==> src/rtl/rv_muldiv.sv <==
// RV32M multiply/divide: radix-2 shift-add multiply, restoring divide, DATA_W+1 cycles (fast path 1); start ignored while busy.
// Define RV_MULDIV_DIV_EN to build the divider; otherwise ops 100-111 finish in one cycle with result 0.
module rv_muldiv #(
    parameter int DATA_W = 32,
    parameter int CNT_W  = $clog2(DATA_W) + 1
) (
    input  logic              clk,
    input  logic              reset,
    input  logic              start,
    input  logic [2:0]        op,
    input  logic [DATA_W-1:0] a,
    input  logic [DATA_W-1:0] b,
    input  logic              flush,
    output logic              busy,
    output logic              done,
    output logic [DATA_W-1:0] result
);

    typedef enum logic [1:0] {
        S_IDLE,
        S_CALC,
        S_DONE
    } state_t;

    state_t              state_q;
    logic [2:0]          op_q;
    logic                neg_q;
    logic [DATA_W-1:0]   m_q;
    logic [DATA_W-1:0]   hi_q;
    logic [DATA_W-1:0]   lo_q;
    logic [DATA_W-1:0]   result_q;
    logic [CNT_W-1:0]    cnt_q;
    logic                busy_q;
    logic                done_q;

    assign busy   = busy_q;
    assign done   = done_q;
    assign result = result_q;

    logic              is_div;
    logic              signed_a;
    logic              signed_b;
    logic              a_neg;
    logic              b_neg;
    logic              take_fast;
    logic [DATA_W-1:0] a_mag;
    logic [DATA_W-1:0] b_mag;
    logic [DATA_W-1:0] fast_res;
`ifdef RV_MULDIV_DIV_EN
    logic              b_zero;
    logic              ovf;
`endif

    always_comb begin
        is_div   = op[2];
        signed_a = is_div ? ~op[0] : (op[1:0] != 2'b11);
        signed_b = is_div ? ~op[0] : ~op[1];
        a_neg    = signed_a & a[DATA_W-1];
        b_neg    = signed_b & b[DATA_W-1];
        a_mag    = a_neg ? -a : a;
        b_mag    = b_neg ? -b : b;
`ifdef RV_MULDIV_DIV_EN
        b_zero    = (b == '0);
        // Only DIV/REM (op[0]=0) can overflow: most-negative / -1.
        ovf       = ~op[0] & (a == {1'b1, {(DATA_W-1){1'b0}}}) & (&b);
        take_fast = is_div & (b_zero | ovf);
        if (b_zero) begin
            fast_res = op[1] ? a : '1;
        end else begin
            fast_res = op[1] ? '0 : a;
        end
`else
        take_fast = is_div;
        fast_res  = '0;
`endif
    end

    logic [DATA_W:0]     mul_sum;
    logic [DATA_W-1:0]   hi_d;
    logic [DATA_W-1:0]   lo_d;
    logic [DATA_W-1:0]   fin_res;
    logic [2*DATA_W-1:0] prod;
    logic [2*DATA_W-1:0] prod_s;
`ifdef RV_MULDIV_DIV_EN
    logic [DATA_W:0]     rem_sh;
    logic [DATA_W:0]     diff;
`endif

    always_comb begin
        // hi:lo shifts right; multiplier bits consumed from lo[0].
        mul_sum = {1'b0, hi_q} + (lo_q[0] ? {1'b0, m_q} : '0);
        hi_d    = mul_sum[DATA_W:1];
        lo_d    = {mul_sum[0], lo_q[DATA_W-1:1]};
`ifdef RV_MULDIV_DIV_EN
        rem_sh = {hi_q, lo_q[DATA_W-1]};
        diff   = rem_sh - {1'b0, m_q};
        if (op_q[2]) begin
            hi_d = diff[DATA_W] ? rem_sh[DATA_W-1:0] : diff[DATA_W-1:0];
            lo_d = {lo_q[DATA_W-2:0], ~diff[DATA_W]};
        end
`endif
        prod    = {hi_d, lo_d};
        prod_s  = neg_q ? -prod : prod;
        fin_res = (op_q[1:0] == 2'b00) ? prod_s[DATA_W-1:0] : prod_s[2*DATA_W-1:DATA_W];
`ifdef RV_MULDIV_DIV_EN
        if (op_q[2]) begin
            fin_res = op_q[1] ? (neg_q ? -hi_d : hi_d) : (neg_q ? -lo_d : lo_d);
        end
`else
        if (op_q[2]) begin
            fin_res = '0;
        end
`endif
    end

    always_ff @(posedge clk) begin
        if (reset) begin
            state_q  <= S_IDLE;
            op_q     <= '0;
            neg_q    <= 1'b0;
            m_q      <= '0;
            hi_q     <= '0;
            lo_q     <= '0;
            result_q <= '0;
            cnt_q    <= '0;
            busy_q   <= 1'b0;
            done_q   <= 1'b0;
        end else if (flush) begin
            state_q <= S_IDLE;
            busy_q  <= 1'b0;
            done_q  <= 1'b0;
        end else begin
            case (state_q)
                S_CALC: begin
                    hi_q  <= hi_d;
                    lo_q  <= lo_d;
                    cnt_q <= cnt_q + 1'b1;
                    if (cnt_q == CNT_W'(DATA_W - 1)) begin
                        state_q  <= S_DONE;
                        busy_q   <= 1'b0;
                        done_q   <= 1'b1;
                        result_q <= fin_res;
                    end
                end
                default: begin
                    done_q  <= 1'b0;
                    state_q <= S_IDLE;
                    if (start) begin
                        op_q  <= op;
                        // REM takes the dividend sign; everything else the xor.
                        neg_q <= (is_div & op[1]) ? a_neg : (a_neg ^ b_neg);
                        m_q   <= is_div ? b_mag : a_mag;
                        lo_q  <= is_div ? a_mag : b_mag;
                        hi_q  <= '0;
                        cnt_q <= '0;
                        if (take_fast) begin
                            state_q  <= S_DONE;
                            done_q   <= 1'b1;
                            result_q <= fast_res;
                        end else begin
                            state_q <= S_CALC;
                            busy_q  <= 1'b1;
                        end
                    end
                end
            endcase
        end
    end

endmodule

==> config.mk <==
export PLATFORM = sky130hd
export DESIGN_NAME = rv_muldiv
export DESIGN_NICKNAME = d
export VERILOG_FILES = /design/src/rtl/rv_muldiv.sv
export SDC_FILE = /design/constraint.sdc
export NUM_CORES = 1
export LEC_CHECK = 0
export ABC_CLOCK_PERIOD_IN_PS = 8350
export CAP_MARGIN = 20
export CORE_ASPECT_RATIO = 1.75
export CORE_MARGIN = 4
export CORE_UTILIZATION = 50
export DETAILED_ROUTE_END_ITERATION = 12
export PLACE_DENSITY = 0.77
export SYNTH_ARGS = -nofsm -noshare
export SYNTH_HDL_FRONTEND = slang
export SYNTH_SLANG_ARGS = --single-unit
==> constraint.sdc <==
create_clock -name clk -period 8.35 [get_ports clk]
set_input_delay 1.67 -clock clk [delete_from_list [all_inputs] [get_ports clk]]
set_output_delay 1.67 -clock clk [all_outputs]
set_load 0.01 [all_outputs]
After elaboration in Yosys (flattened, before gate mapping)
Cells that the tools add are included.
Word-level totals
  flip-flop bits (word level): 142
  logic and storage cells: 69
Operators by class
  equal/unequal tests: 5
  add/subtract/negate cells: 5
  reduce and logical (&&, ||, !) cells: 8
  muxes and demuxes: 33
  bitwise gates (word level): 8
Operator list (count)
  32-bit 2-to-1 mux: 15
  64-bit 2-to-1 mux: 1
  32-bit negator: 2
  64-bit negator: 1
  32-bit by 32-bit adder with 33-bit output: 1
  6-bit 2-to-1 mux: 2
  1-bit 2-to-1 mux: 11
  2-bit 2-to-1 mux: 4
  6-bit by 1-bit adder with 6-bit output, second input constant: 1
  6-bit by 5-bit == test with 1-bit output, second input constant: 1
  3-bit AND reduction: 2
  2-bit != test, second input constant: 2
  1-bit NOT: 4
  4-bit AND reduction: 1
  2-bit nonzero test: 2
  1-bit bitwise AND: 3
  2-bit by 1-bit == test with 1-bit output, second input constant: 1
  2-bit zero test: 1
  2-bit by 1-bit != test with 1-bit output, second input constant: 1
  2-bit AND reduction: 1
  2-bit OR reduction: 1
  1-bit bitwise XOR: 1

Longest topological paths before layout
  depth in word-level cells: 8
  gate-level depth with buffers: 17

Worst setup path after synthesis
No wires, ideal clock.
  path kind: reg2reg
  start: reg lo_q[0]
  end: reg result_q[31] (netlist: result[31])
  stages on the path, launching flop included: 16
  path buffers: 2
  clock period less this slack: 4.225 ns
  required time: 8.227 ns
  setup slack: 4.125 ns
  arrival time: 4.102 ns
  path through: dfxtp_1 -> clkbuf_1 -> and2_1 -> ha_1 -> clkbuf_1 -> nand2_1 -> nor4_1 -> nor4b_1 -> a32o_1 -> o21ai_2 -> xnor2_1 -> or4b_1 -> or4_1 -> o41ai_1 -> nor4bb_1 -> o21ai_1
Between the ends
  longest elaborated chain between the ends: 8
Ends and longest elaborated chain
  from (decl): RTL line 30  | logic [DATA_W-1:0] lo_q;
  from (signal assigned): RTL line 136  | lo_q <= lo_d;
  from (signal assigned): RTL line 153  | lo_q <= is_div ? a_mag : b_mag;
  32-bit 2-to-1 mux *: RTL line 91  | mul_sum = {1'b0, hi_q} + (lo_q[0] ? {1'b0, m_q} : '0);
  32-bit by 32-bit adder with 33-bit output *: RTL line 91
  64-bit negator: RTL line 103  | prod_s = neg_q ? -prod : prod;
  64-bit 2-to-1 mux *: RTL line 103
  32-bit 2-to-1 mux *: RTL line 104  | fin_res = (op_q[1:0] == 2'b00) ? prod_s[DATA_W-1:0] : prod_s[2*DATA_W-1:DATA_W];
  32-bit 2-to-1 mux *: RTL line 110  | if (op_q[2]) begin
  32-bit 2-to-1 mux *: RTL line 138  | if (cnt_q == CNT_W'(DATA_W - 1)) begin
  32-bit 2-to-1 mux *: RTL line 133  | case (state_q)
  to (signal assigned): RTL line 142  | result_q <= fin_res;
  to (signal assigned): RTL line 159  | result_q <= fast_res;
  to (decl): RTL line 31  | logic [DATA_W-1:0] result_q;
Every way passes the cells marked *; elsewhere a longest branch is shown, timed or not. The select of a mux whose other input is x is not followed.
A chain may end at the register's enable or synchronous reset.

Worst setup path in the final report
  start: reg lo_q[0]
  end: reg result_q[27] (netlist: result[27])
The elaborated chain is that of the path after synthesis.

==> qor.txt <==
# rows = 72
Tmin final = 5210 ps
Area leader, netlist = dfxtp_1
Synth cell count leaders = nand2_1 (213), nor2_1 (167), a21oi_1 (149)
Cell Chain, Critical Path = and2_1 -> ha_1 -> a211oi_2 -> o31ai_1 -> a21oi_1 -> o41ai_1 -> xnor2_1 -> nand4_2 -> or3_4 -> o31a_1 -> and3_4 -> o31ai_1
Largest net degree at the start of global routing = 84
Critical path origin = lo_q[0]$_SDFFE_PP0P_
Gp weighted congestion = 1.02
Synth top area share = 0.253
P per Cell Area = 146 mW/mm²
Register area share after synthesis = 0.253
Vias post-DR = 12,100
Die Ht = 206 µm
DIE WIDTH = 121 µm
Mean Syn Cell Area = 7.21 µm²
CTS sink cnt = 141
Sequential Power Share = 0.388
M1 wire length = 13,400 µm
Initial antenna violation count = 1
Share of layout cells above drive strength 1 = 0.0611
Max frequency = 192 MHz
Post-Route Skew = 14.7 ps
Final WL = 38,800 µm
Part of the cycle the worst path needs = 0.624
DR WL met3 = 2340 µm
Starting Density = 0.506
# nets final = 1,701
Max Cap Viol = 0
CTS root buf = clkbuf_16
Worst Max-Slew Pin Slew = 1110 ps
Post-synth EDFFs = 0
Final TNS setup = 0 ps
Ys async rst share = 0
Req. time, crit path = 8700 ps
CTS tree = yes
H-tree depth = 4
Vias per cell = 6.35
HPWL after detailed placement = 29,900 µm
Relative slew slack = 0.255
DR top layer = met4
Global-route wire length before repair = 61,500 µm
Pre-antenna DRT Iters = 6
Post-Synthesis Cells = 1,550
Hold Violations, Final = 0
Post-Syn Area = 0.0112 mm²
Worst hold stages = 2
Setup Buffers After CTS = 0
Hold Crit Start = m_q[26]$_SDFFE_PP0P_
Flops & latches, synth = 141
Most frequent cell after synthesis = nand2_1
Internal power = 0.00131 W
DP Area = 0.0123 mm²
Sw Share = 0.306
Peak supply drop = 0.135 mV
Met2 Wirelength = 19,400 µm
I/O Pins = 105
Leak = 4.72 nW
Yosys warns = 0
Resize count post-CTS = 0
Design area = 0.0129 mm²
CP most frequent cell = o31ai_1
Critical Path Sink Type = flop
Congestion Overflow GR = 0
Main synth FF type = dfxtp_1
Combinational power share = 0.192
Max clock buf depth = 2
CTS buffer count = 17
Clk_lat worst skew = 430 ps
Hold buffers post-CTS = 0
Antenna Violating Nets Remaining = 0
Outcome = finished, final reports clean
NetSw = 0.000577 W
IO Port Bufs = 104
Drc violations = 0
Worst path arrival time = 5560 ps
Core Area = 0.0221 mm²
WL per Instance = 20.4 µm
Worst path max stage delay = 870 ps
Starting DRC count in detailed routing = 978
Die area = 0.0249 mm²
GRT Total Usage = 0.313
Area delta synth->final = 15.7%
Worst-path clk slew = 70 ps
Clk pwr share = 0.421
Number of global-route vias before repair = 11,800
Area contributors post-synth = dfxtp_1 (25%), nand2_1 (7.2%), a21oi_1 (6.7%)
Final setup fails = 0
CP max FO = 33
Cell variety after synth = 90
Worst hold path class = reg2reg
Syn_nets = 1,658
Crit path launch type = flop
Crit Path Class = reg2reg
Worst r2r src = lo_q[0]$_SDFFE_PP0P_
CP max-delay cell = dfxtp_1
RSZ-0062 raised after global routing = false
Slew Limit Fails = 0
R2R depth = 12
==> power by group through the flow <==
stage | Clock (W) | Combinational [W] | Sequential [W]
finish | 0.000793 | 0.000362 | 0.000731
global route | 0.000825 | 0.000394 | 0.000734
floorplan | 0 | 0.000237 | 0.000728
detailed placement | 0 | 0.000352 | 0.000744
CTS | 0.000795 | 0.000354 | 0.000730
global placement | 0 | 0.000348 | 0.000743
==> layout make-up <==
class	count	area, µm²
fill	2057	9150
clock buffer	17	425
timing repair buffer	131	1240
antenna	1	2.50
sequential	141	2820
multi-input combinational	1282	7810
tap	296	370
clock inverter	14	180
inverter	20	75.1
==> routing by layer <==
layer | GRT usage | vias up
met4 | 0.258 | 0
met1 | 0.321 | 5574
li1 | - | 5747
met2 | 0.556 | 561
met3 | 0.0437 | 195
met5 | 0 | -
==> sequential cells by signal, summed over array words and instances, names as in the netlist <==
| name | flops |
|---|---|
| hi_q | 32 |
| result | 32 |
| m_q | 32 |
| busy | 1 |
| op_q | 3 |
| lo_q | 32 |
| neg_q | 1 |
| cnt_q | 6 |
| state_q | 2 |
==> worst max-delay path, delay by kind of cell (launching register included) <==
family | cells | cell delay (ps)
AO/OA/AOI/OAI | 6 | 2290
XOR/XNOR | 1 | 360
adder cells (fa/ha/maj) | 1 | 250
flip-flops | 1 | 870
AND/OR/NAND/NOR | 4 | 1350
==> cell usage in the layout (no fill, tap or decap), types with 9 or more instances in the layout <==
cell	synthesis	final
a21oi_1	149	149
clkdlybuf4s50_1	0	102
a311oi_1	13	13
o211ai_1	30	30
a31oi_1	11	11
o31ai_1	31	31
xor2_1	47	47
nor3_1	39	39
inv_1	20	20
a211oi_1	44	44
o21ai_0	95	95
and3_1	17	17
ha_1	36	36
nand4_1	9	9
o41ai_1	15	15
a21o_1	12	12
nor2_1	167	164
xnor2_1	77	77
nand2_1	213	213
clkbuf_16	0	17
nand3_1	50	50
dfxtp_1	141	140
nand2b_1	11	10
and2_1	47	47
nor4_1	13	13
or4_1	15	15
buf_4	0	27
==> worst paths after layout <==
check / to / slack (ps)
setup / recovery: result[27]$_SDFFE_PP0P_ / 3140
hold / removal: m_q[26]$_SDFFE_PP0P_ / 450
setup reg to reg: result[27]$_SDFFE_PP0P_ / 3140
hold reg to reg: m_q[26]$_SDFFE_PP0P_ / 450
==> cell families (layout without fill, tap and decap cells) <==
family          Yosys count  in the layout  share of synthesized area
buf+inv                 127            182                     0.0498
mux                       5              5                    0.00459
simple gates            626            626                      0.267
compound gates          490            490                      0.286
fa+ha+maj                37             37                     0.0421
other cells               0              1                          0
flops                   141            141                      0.253
xor+xnor                124            124                     0.0972
==> through the flow <==
stage,setup slack (ps),utilization,hold WS (ps),power (W),instances
2_1_floorplan,4120,-,427,0.000965,1550
6_report,3140,0.585,448,0.00189,1902
5_1_grt,2830,0.585,465,0.00195,1901
3_5_place_dp,3120,0.557,443,0.00110,1868
3_3_place_gp,3240,0.557,434,0.00109,1868
4_1_cts,3240,0.585,449,0.00188,1899
No activity file was read; power rests on OpenSTA's default activity.
